**src/rtl/ucc8_seq_ctrl.sv**
```systemverilog
// ucc8_seq_ctrl: sequencer for an external 8-bit up/down counter.
// Runs a latched number of terminal-count periods (0 = run until stop).
// Optional macro UCC8_SEQ_CTRL_AUTORELOAD_EN: a non-final terminal count
// reloads load_val through LOAD; otherwise the counter wraps in RUN.
module ucc8_seq_ctrl (
  input  logic       clk,
  input  logic       rst,
  input  logic       start,
  input  logic       stop,
  input  logic       dir,
  input  logic [7:0] load_val,
  input  logic [3:0] period_cnt,
  input  logic       cnt_cout,
  output logic [7:0] cnt_pin,
  output logic [1:0] cnt_min,
  output logic       cnt_cin,
  output logic       busy,
  output logic       done,
  output logic [3:0] periods_done
);

  typedef enum logic [1:0] {IDLE, LOAD, RUN, DONE} state_t;

  state_t     state_q, state_d;
  logic       dir_q, dir_d;
  logic [7:0] load_val_q, load_val_d;
  logic [3:0] period_cnt_q, period_cnt_d;
  logic [3:0] periods_done_q, periods_done_d;
  logic [3:0] periods_inc;
  logic       last_period;

  // state and run-parameter registers
  always_ff @(posedge clk or posedge rst) begin
    if (rst) begin
      state_q        <= IDLE;
      dir_q          <= 1'b0;
      load_val_q     <= '0;
      period_cnt_q   <= '0;
      periods_done_q <= '0;
    end else begin
      state_q        <= state_d;
      dir_q          <= dir_d;
      load_val_q     <= load_val_d;
      period_cnt_q   <= period_cnt_d;
      periods_done_q <= periods_done_d;
    end
  end

  // next-state, parameter latch and period counting
  always_comb begin
    state_d        = state_q;
    dir_d          = dir_q;
    load_val_d     = load_val_q;
    period_cnt_d   = period_cnt_q;
    periods_done_d = periods_done_q;
    periods_inc    = (periods_done_q == '1) ? periods_done_q : periods_done_q + 4'd1;
    // widened compare so a saturated count can never alias a match
    last_period    = (period_cnt_q != '0) &&
                     (({1'b0, periods_done_q} + 5'd1) == {1'b0, period_cnt_q});
    case (state_q)
      IDLE: begin
        if (start) begin
          dir_d          = dir;
          load_val_d     = load_val;
          period_cnt_d   = period_cnt;
          periods_done_d = '0;
          state_d        = LOAD;
        end
      end
      LOAD: begin
        state_d = stop ? IDLE : RUN;
      end
      RUN: begin
        if (stop) begin
          state_d = IDLE;
        end else if (cnt_cout) begin
          periods_done_d = periods_inc;
          if (last_period) begin
            state_d = DONE;
          end else begin
`ifdef UCC8_SEQ_CTRL_AUTORELOAD_EN
            state_d = LOAD;
`else
            state_d = RUN;
`endif
          end
        end
      end
      DONE: begin
        state_d = IDLE;
      end
      default: state_d = IDLE;
    endcase
  end

  // Moore output decode
  always_comb begin
    cnt_pin      = load_val_q;
    periods_done = periods_done_q;
    cnt_min      = 2'b00;
    cnt_cin      = 1'b0;
    busy         = 1'b0;
    done         = 1'b0;
    case (state_q)
      LOAD: begin
        cnt_min = 2'b11;
        busy    = 1'b1;
      end
      RUN: begin
        cnt_min = dir_q ? 2'b10 : 2'b01;
        cnt_cin = 1'b1;
        busy    = 1'b1;
      end
      DONE: begin
        done = 1'b1;
      end
      default: ;
    endcase
  end

endmodule

```
**config.mk**
```make
export PLATFORM = sky130hd
export DESIGN_NAME = ucc8_seq_ctrl
export DESIGN_NICKNAME = d
export VERILOG_FILES = /design/src/rtl/ucc8_seq_ctrl.sv
export SDC_FILE = /design/constraint.sdc
export NUM_CORES = 1
export LEC_CHECK = 0
export CORE_MARGIN = 2
export CORE_UTILIZATION = 49
export DETAILED_ROUTE_END_ITERATION = 6
export GPL_ROUTABILITY_DRIVEN = 0
export GPL_TIMING_DRIVEN = 0
export PLACE_DENSITY_LB_ADDON = 0.08
export SETUP_SLACK_MARGIN = 0.5
export SLEW_MARGIN = 10
export SYNTH_ARGS = -nofsm -noshare
export SYNTH_HDL_FRONTEND = slang
export SYNTH_SLANG_ARGS = --single-unit
```
**constraint.sdc**
```tcl
create_clock -name clk -period 2.7 [get_ports clk]
set_input_delay 0.54 -clock clk [delete_from_list [all_inputs] [get_ports clk]]
set_output_delay 0.54 -clock clk [all_outputs]
set_load 0.01 [all_outputs]
```
==> results of run 1 <==
path summary, 6_finish.rpt:
kind                             from    endpoint  slack [ns]  depth (start not counted)
setup / recovery           state_q[0]     cnt_cin        0.52                          4
hold / removal             cnt_pin[1]  cnt_pin[1]        0.51                          1
setup reg to reg           state_q[1]  cnt_pin[1]        1.01                          5
hold reg to reg            cnt_pin[1]  cnt_pin[1]        0.51                          1
max in group asynchronous         rst  state_q[1]        1.53                          2
min in group asynchronous         rst  cnt_pin[4]        0.66                          2
metrics by stage:
step	power [uW]	instance area, um^2	hold slack (ns)	util, %
finish	1270	1590	0.509	72.5
global route	1360	1590	0.521	72.5
CTS	1260	1550	0.514	70.9
detailed placement	1110	1510	0.486	68.9
global placement	1080	1510	0.473	68.9
floorplan	817	1130	0.488	-
per-layer routing:
metal | track usage [%] | up-vias | wire length [um]
li1 | - | 452 | -
met3 | 4.31 | 4 | 135
met2 | 34.8 | 27 | 1300
met5 | 0 | - | 0
met1 | 23.1 | 454 | 1020
met4 | 8.77 | 0 | 39
worst max-delay path: cells and delay by family, from the launching register on:
| kind | cells | cell delay (ns) |
|---|---|---|
| flip-flops | 1 | 0.41 |
| adder cells (fa/ha/maj) | 1 | 0.19 |
| buffers and inverters | 3 | 0.75 |
cell type report:
type | instances | area, um^2
well taps | 28 | 35.0
flip-flops and latches | 19 | 477
multi-input cells | 72 | 613
fillers | 159 | 603
inverters | 4 | 15.0
clock buffers | 4 | 26.3
plain buffers | 5 | 43.8
repair buffers | 39 | 378
sequential cells by signal (all words and copies together), names as in the netlist:
register and count:
periods_done 4, period_cnt_q 4, cnt_pin 8, dir_q 1
state_q 2
cells by family (layout without fill, tap and decap cells):
family	Yosys count	after routing	synth area share, %
simple gates	26	26	14.4
xor+xnor	3	3	2.32
buf+inv	9	52	5.18
compound gates	22	22	14.9
mux	15	15	14.7
fa+ha+maj	6	6	6.62
flops	19	19	41.9
repair_timing:
action	CTS	global route
buffers inserted	1	4
endpoints found under the setup margin	4	2
gates resized for setup	5	2
endpoints found under the hold margin	0	0
layout by cell type (no fill, tap or decap), types with 3 or more instances in the layout:
cell	count
clkdlybuf4s50_1	31
dfrtp_1	18
mux2_1	10
nor2_1	5
ha_1	5
buf_4	5
nand2_1	4
buf_6	3
o21ai_1	3
inv_1	3
a21oi_1	3
mux2_2	3
clkbuf_4	3
where the power goes:
group          switching, uW  total (uW)  internal [uW]
sequential              78.0         475            397
combinational            282         654            373
clock                   86.4         144           57.4
==> key figures, run 1 <==
Route
  • Initial drt markers: 4
  • Total number of vias: around 940
  • Initial DRT Pass Iterations: 4
  • DR vias/cell: 5.48
  • Residual DRC count: 0
  • Final ANT Viol Nets: 0
  • Wirelength per Cell: about 15 um
  • WL final: approximately 2500 um

Clocking
  • Clock tree root driver cell: clkbuf_4
  • CTS Buf Count: 3
  • CTS tree: done
  • Worst-skew pair later-pin latency: between 0.2 and 0.3 ns
  • Hold_buf cts: 0
  • Clock sink count: 19
  • CTS max path bufs: 2
  • Clock slew at reported path FFs: ~0.10 ns
  • CTS H-tree depth: 1

STA
  • RSZ-0062 raised after global routing: yes
  • Min cycle time layout: 2.18 ns
  • Worst setup margin: approximately 0.52 ns
  • Slew headroom: 50.6%
  • Final hold violations: 0
  • Final slew viol count: 0
  • Clock Skew: 0.00592 ns
  • Setup TNS: 0 ns
  • Final period utilization: 80.7%
  • # setup viols final: 0
  • Slew @ Worst Pin: 0.740 ns
  • Max Freq: approximately 460 MHz

Synthesis
  • Synth Flop Type: dfrtp_1
  • Top post-synthesis cells by count: 19 x dfrtp_1, 10 x mux2_1, 6 x ha_1, 5 x nor2_1
  • Async set-or-reset flop fraction in the synthesized netlist: 100%
  • Synthesized instance count: 100
  • Syn Area/Cell: 11.3 um^2
  • Top cell type's share of synthesized area: 41.9%
  • Mapped Area: approximately 0.0011 mm^2
  • Syn Nets: 124
  • Yosys top cell by area: dfrtp_1
  • Netlist cell types: 40
  • Synth top area cells: dfrtp_1 42%, mux2_1 9.9%, ha_1 6.6%
  • Sequential-to-total area share from yosys stat: 41.9%
  • Yosys warning total: 0
  • Post-synth EDFFs: 0
  • #FFs+latches synth: 19
  • Most frequent cell after synthesis: dfrtp_1

Floorplan
  • Ports: 35
  • DIE WIDTH: 52.1 um
  • Starting Density: approximately half
  • Num rows: 17
  • Die Ht: 52.1 um
  • Core area: 0.00219 mm^2
  • Full die area: ~0.0027 mm^2

Critical path
  • Crit-path cells: inv_2 -> ha_4 -> buf_4 -> clkdlybuf4s50_1
  • Crit Path Max Fanout: 7
  • WS Path Type: reg2out
  • Crit path largest cell delay: 0.52 ns
  • Critical-path top delay cell: clkdlybuf4s50_1
  • Critical Path RT: approximately 2.2 ns
  • Crit. End Element: primary output
  • Critical path startpoint category: register
  • WP data arrival: 1.64 ns

Finish
  • Finished Layout Cells: 171
  • Area grow syn2layout: 39.9%
  • Share of layout cells above drive strength 1: approximately 20%
  • Final net count: approximately 170
  • ANT cells: 0

Placement
  • Inst Count DP: 162
  • Post-place setup slack: 0.394 ns
  • DP HPWL: 1880 um
  • IO buf count: 34

Global routing
  • Total track usage: between 10% and 20%
  • Vias in the first global route: 896
  • Antenna violations before repair: 0
  • First-pass GRT wire length: a little under 4000 um
  • Gr ovfl total: 0
  • Largest net degree at the start of global routing: 20

Hold path
  • HP Class: reg2reg

Pwr
  • Lkg Pwr: 0.000682 uW
  • PwrDens: 802 mW/mm^2
  • IR drop worst, VDD: 611 uV

Status
  • Outcome: finished clean

Run
  • Max Cap Viol: 0
No activity file was read; power rests on OpenSTA's default activity.
==> run 2, diff against run 1 <==
--- a/config.mk
+++ b/config.mk
@@ -6,7 +6,7 @@
 export NUM_CORES = 1
 export LEC_CHECK = 0
 export CORE_MARGIN = 2
-export CORE_UTILIZATION = 49
+export CORE_UTILIZATION = 46
 export DETAILED_ROUTE_END_ITERATION = 6
 export GPL_ROUTABILITY_DRIVEN = 0
 export GPL_TIMING_DRIVEN = 0
==> constraint.sdc (replaced) <==
create_clock -name clk -period 2.15 [get_ports clk]
set_input_delay 0.43 -clock clk [delete_from_list [all_inputs] [get_ports clk]]
set_output_delay 0.43 -clock clk [all_outputs]
set_load 0.01 [all_outputs]
==> run 2 against run 1 <==
Compared with the run above:
- routed wire length increased by 12%
- sequential share of layout area decreased by 2.2 points
- register-to-register slack got worse by 0.54 ns
- first-iteration DRC count increased to 3.3 times the previous value
- clock skew shrank 0.0023 ns
- largest power group unchanged
- die area is 6.0% higher
- combinational power rose by 41%
- hold slack worse by 0.012 ns
- worst setup slack got worse by 0.22 ns
==> key figures, run 2 (synthesized netlist as in run 1, its figures left out) <==
Clocking
  • CTS Buf Count: 3
  • CTS max path bufs: 2
  • Clock slew at reported path FFs: 0.12 ns
  • Hold_buf cts: 0
  • Clock sink count: 19
  • Worst-skew pair later-pin latency: approximately 0.3 ns
  • CTS H-tree depth: 1
  • CTS tree: done
  • Clock tree root driver cell: clkbuf_4

Finish
  • Finished Layout Cells: 177
  • Most frequent cells in the layout: 17 x dfrtp_1, 17 x clkdlybuf4s50_1, 10 x buf_4, 10 x mux2_1, 10 x dlymetal6s2s_1
  • Largest register FFs: 8
  • Multi-input gate area: 673 um^2
  • Finished layout cell area: 0.00172 mm^2
  • FF+latch area: approximately 480 um^2
  • Area grow syn2layout: 51.4%
  • Share of layout cells above drive strength 1: between 30% and 40%
  • Final net count: 174
  • FILL cells: around 160
  • ANT cells: 0

Floorplan
  • Ports: 35
  • Full die area: ~0.0029 mm^2
  • DIE WIDTH: 53.7 um
  • Num rows: 17
  • Core area: 0.00228 mm^2
  • Starting Density: about half
  • Die Ht: 53.7 um

STA
  • Clock Skew: 0.00361 ns
  • Slew headroom: 50.8%
  • Min cycle time layout: 1.85 ns
  • Worst setup margin: between 0.2 and 0.3 ns
  • Final slew viol count: 0
  • Final period utilization: 86.2%
  • RSZ-0062 raised after global routing: yes
  • Max Freq: roughly 540 MHz
  • Worst hold slack: roughly 0.50 ns
  • Final hold violations: 0
  • Slew @ Worst Pin: 0.737 ns
  • # setup viols final: 0

Pwr
  • IR drop worst, VDD: 782 uV
  • Lkg Pwr: 0.000841 uW
  • Total power: 1700 uW
  • PwrDens: approximately 990 mW/mm^2

Hold path
  • HP Class: reg2reg
  • Hold Crit Start: cnt_pin[6]

Global routing
  • First-pass GRT wire length: 4060 um
  • Gr ovfl total: 0
  • Met1 Use GR: 23.1%
  • Largest net degree at the start of global routing: 20
  • Total track usage: 20.3%
  • Met3 Use GR: 5.28%
  • Routing usage on met2: 36.6%
  • Top Usage Layer GRT: met2
  • Vias in the first global route: slightly above 900
  • Antenna violations before repair: 0

Route
  • Wirelength per Cell: 15.8 um
  • Residual DRC count: 0
  • Initial drt markers: 13
  • DR vias/cell: 5.49
  • Total number of vias: 972
  • WL final: 2800 um
  • Initial DRT Pass Iterations: 4
  • Final ANT Viol Nets: 0

Placement
  • Post-place setup slack: -0.0572 ns
  • IO buf count: 34
  • Placed inst area: 0.00151 mm^2
  • DP HPWL: 1790 um
  • Inst Count DP: roughly 160

Critical path
  • Crit path largest cell delay: 0.46 ns
  • Crit Path Max Fanout: 4
  • WS Path Type: reg2out
  • WP data arrival: approximately 1.4 ns
  • CP delay by family, top: flip-flops
  • Worst path buffer plus inverter count: 3
  • Crit. End Element: primary output
  • Critical path startpoint: state_q[1]
  • Critical-path top delay cell: dfrtp_2
  • Reg-to-Reg Start: state_q[0]
  • Crit-path cells: buf_6 -> ha_4 -> inv_4 -> nor2_1 -> o21a_1 -> buf_2
  • Critical Path RT: roughly 1.7 ns
  • Critical path startpoint category: register

Status
  • Outcome: finished clean

Run
  • Max Cap Viol: 0
run 2: final cells by class:
| class | count | share of cell area (%) |
|---|---|---|
| inverter | 4 | 1.02 |
| buffer | 5 | 2.69 |
| tap | 28 | 2.04 |
| clock inverter | 1 | 0.291 |
| clock buffer | 3 | 1.31 |
| multi-input combinational | 72 | 39.2 |
| timing repair buffer | 45 | 25.6 |
| sequential | 19 | 27.8 |
run 2: repair_timing:
item                                   in CTS  in global routing
setup buffers                              10                  1
endpoints found under the hold margin       0                  0
pin swaps                                   0                  2
resized for setup                          34                 23
setup endpoints to repair                  22                 30
run 2: worst paths after layout:
check / slack [ns] / cells after the start / end
worst max-delay path: 0.30 / 6 / cnt_min[0]
worst min-delay path: 0.50 / 1 / cnt_pin[6]
min in group asynchronous: 0.54 / 2 / dir_q
max in group asynchronous: 1.11 / 2 / periods_done[1]
worst max register to register: 0.47 / 7 / periods_done[0]
worst min register to register: 0.50 / 1 / cnt_pin[6]
run 2: per-layer routing:
layer / vias up / share of wire (%)
met3: 6 / 5.8
met2: 37 / 54
met4: 0 / 2.4
li1: 460 / -
met5: - / 0
met1: 469 / 37
run 2: power breakdown:
group / total (uW) / internal [uW] / switching [uW] / leakage, uW
Sequential: 592 / 498 / 93.1 / 0.000230
Combinational: 920 / 513 / 407 / 0.000592
Clock: 188 / 69.3 / 119 / 0.0000177
Total: 1700 / 1080 / 619 / 0.000841
run 2: stage by stage:
stage | utilization (%) | setup TNS, ns
after floorplan | - | 0
final | 75.5 | 0
after CTS | 71.6 | 0
after global placement | 66.4 | -0.0646
after global routing | 75.5 | 0
after detailed placement | 66.4 | -0.0572
==> run 3, diff against run 2 <==
--- a/config.mk
+++ b/config.mk
@@ -7,6 +7,7 @@
 export LEC_CHECK = 0
 export CORE_MARGIN = 2
 export CORE_UTILIZATION = 46
+export CTS_CLUSTER_SIZE = 14
 export DETAILED_ROUTE_END_ITERATION = 6
 export GPL_ROUTABILITY_DRIVEN = 0
 export GPL_TIMING_DRIVEN = 0
==> results of run 3 <==
Final layout, timing and power as in run 2 (identical DEF).
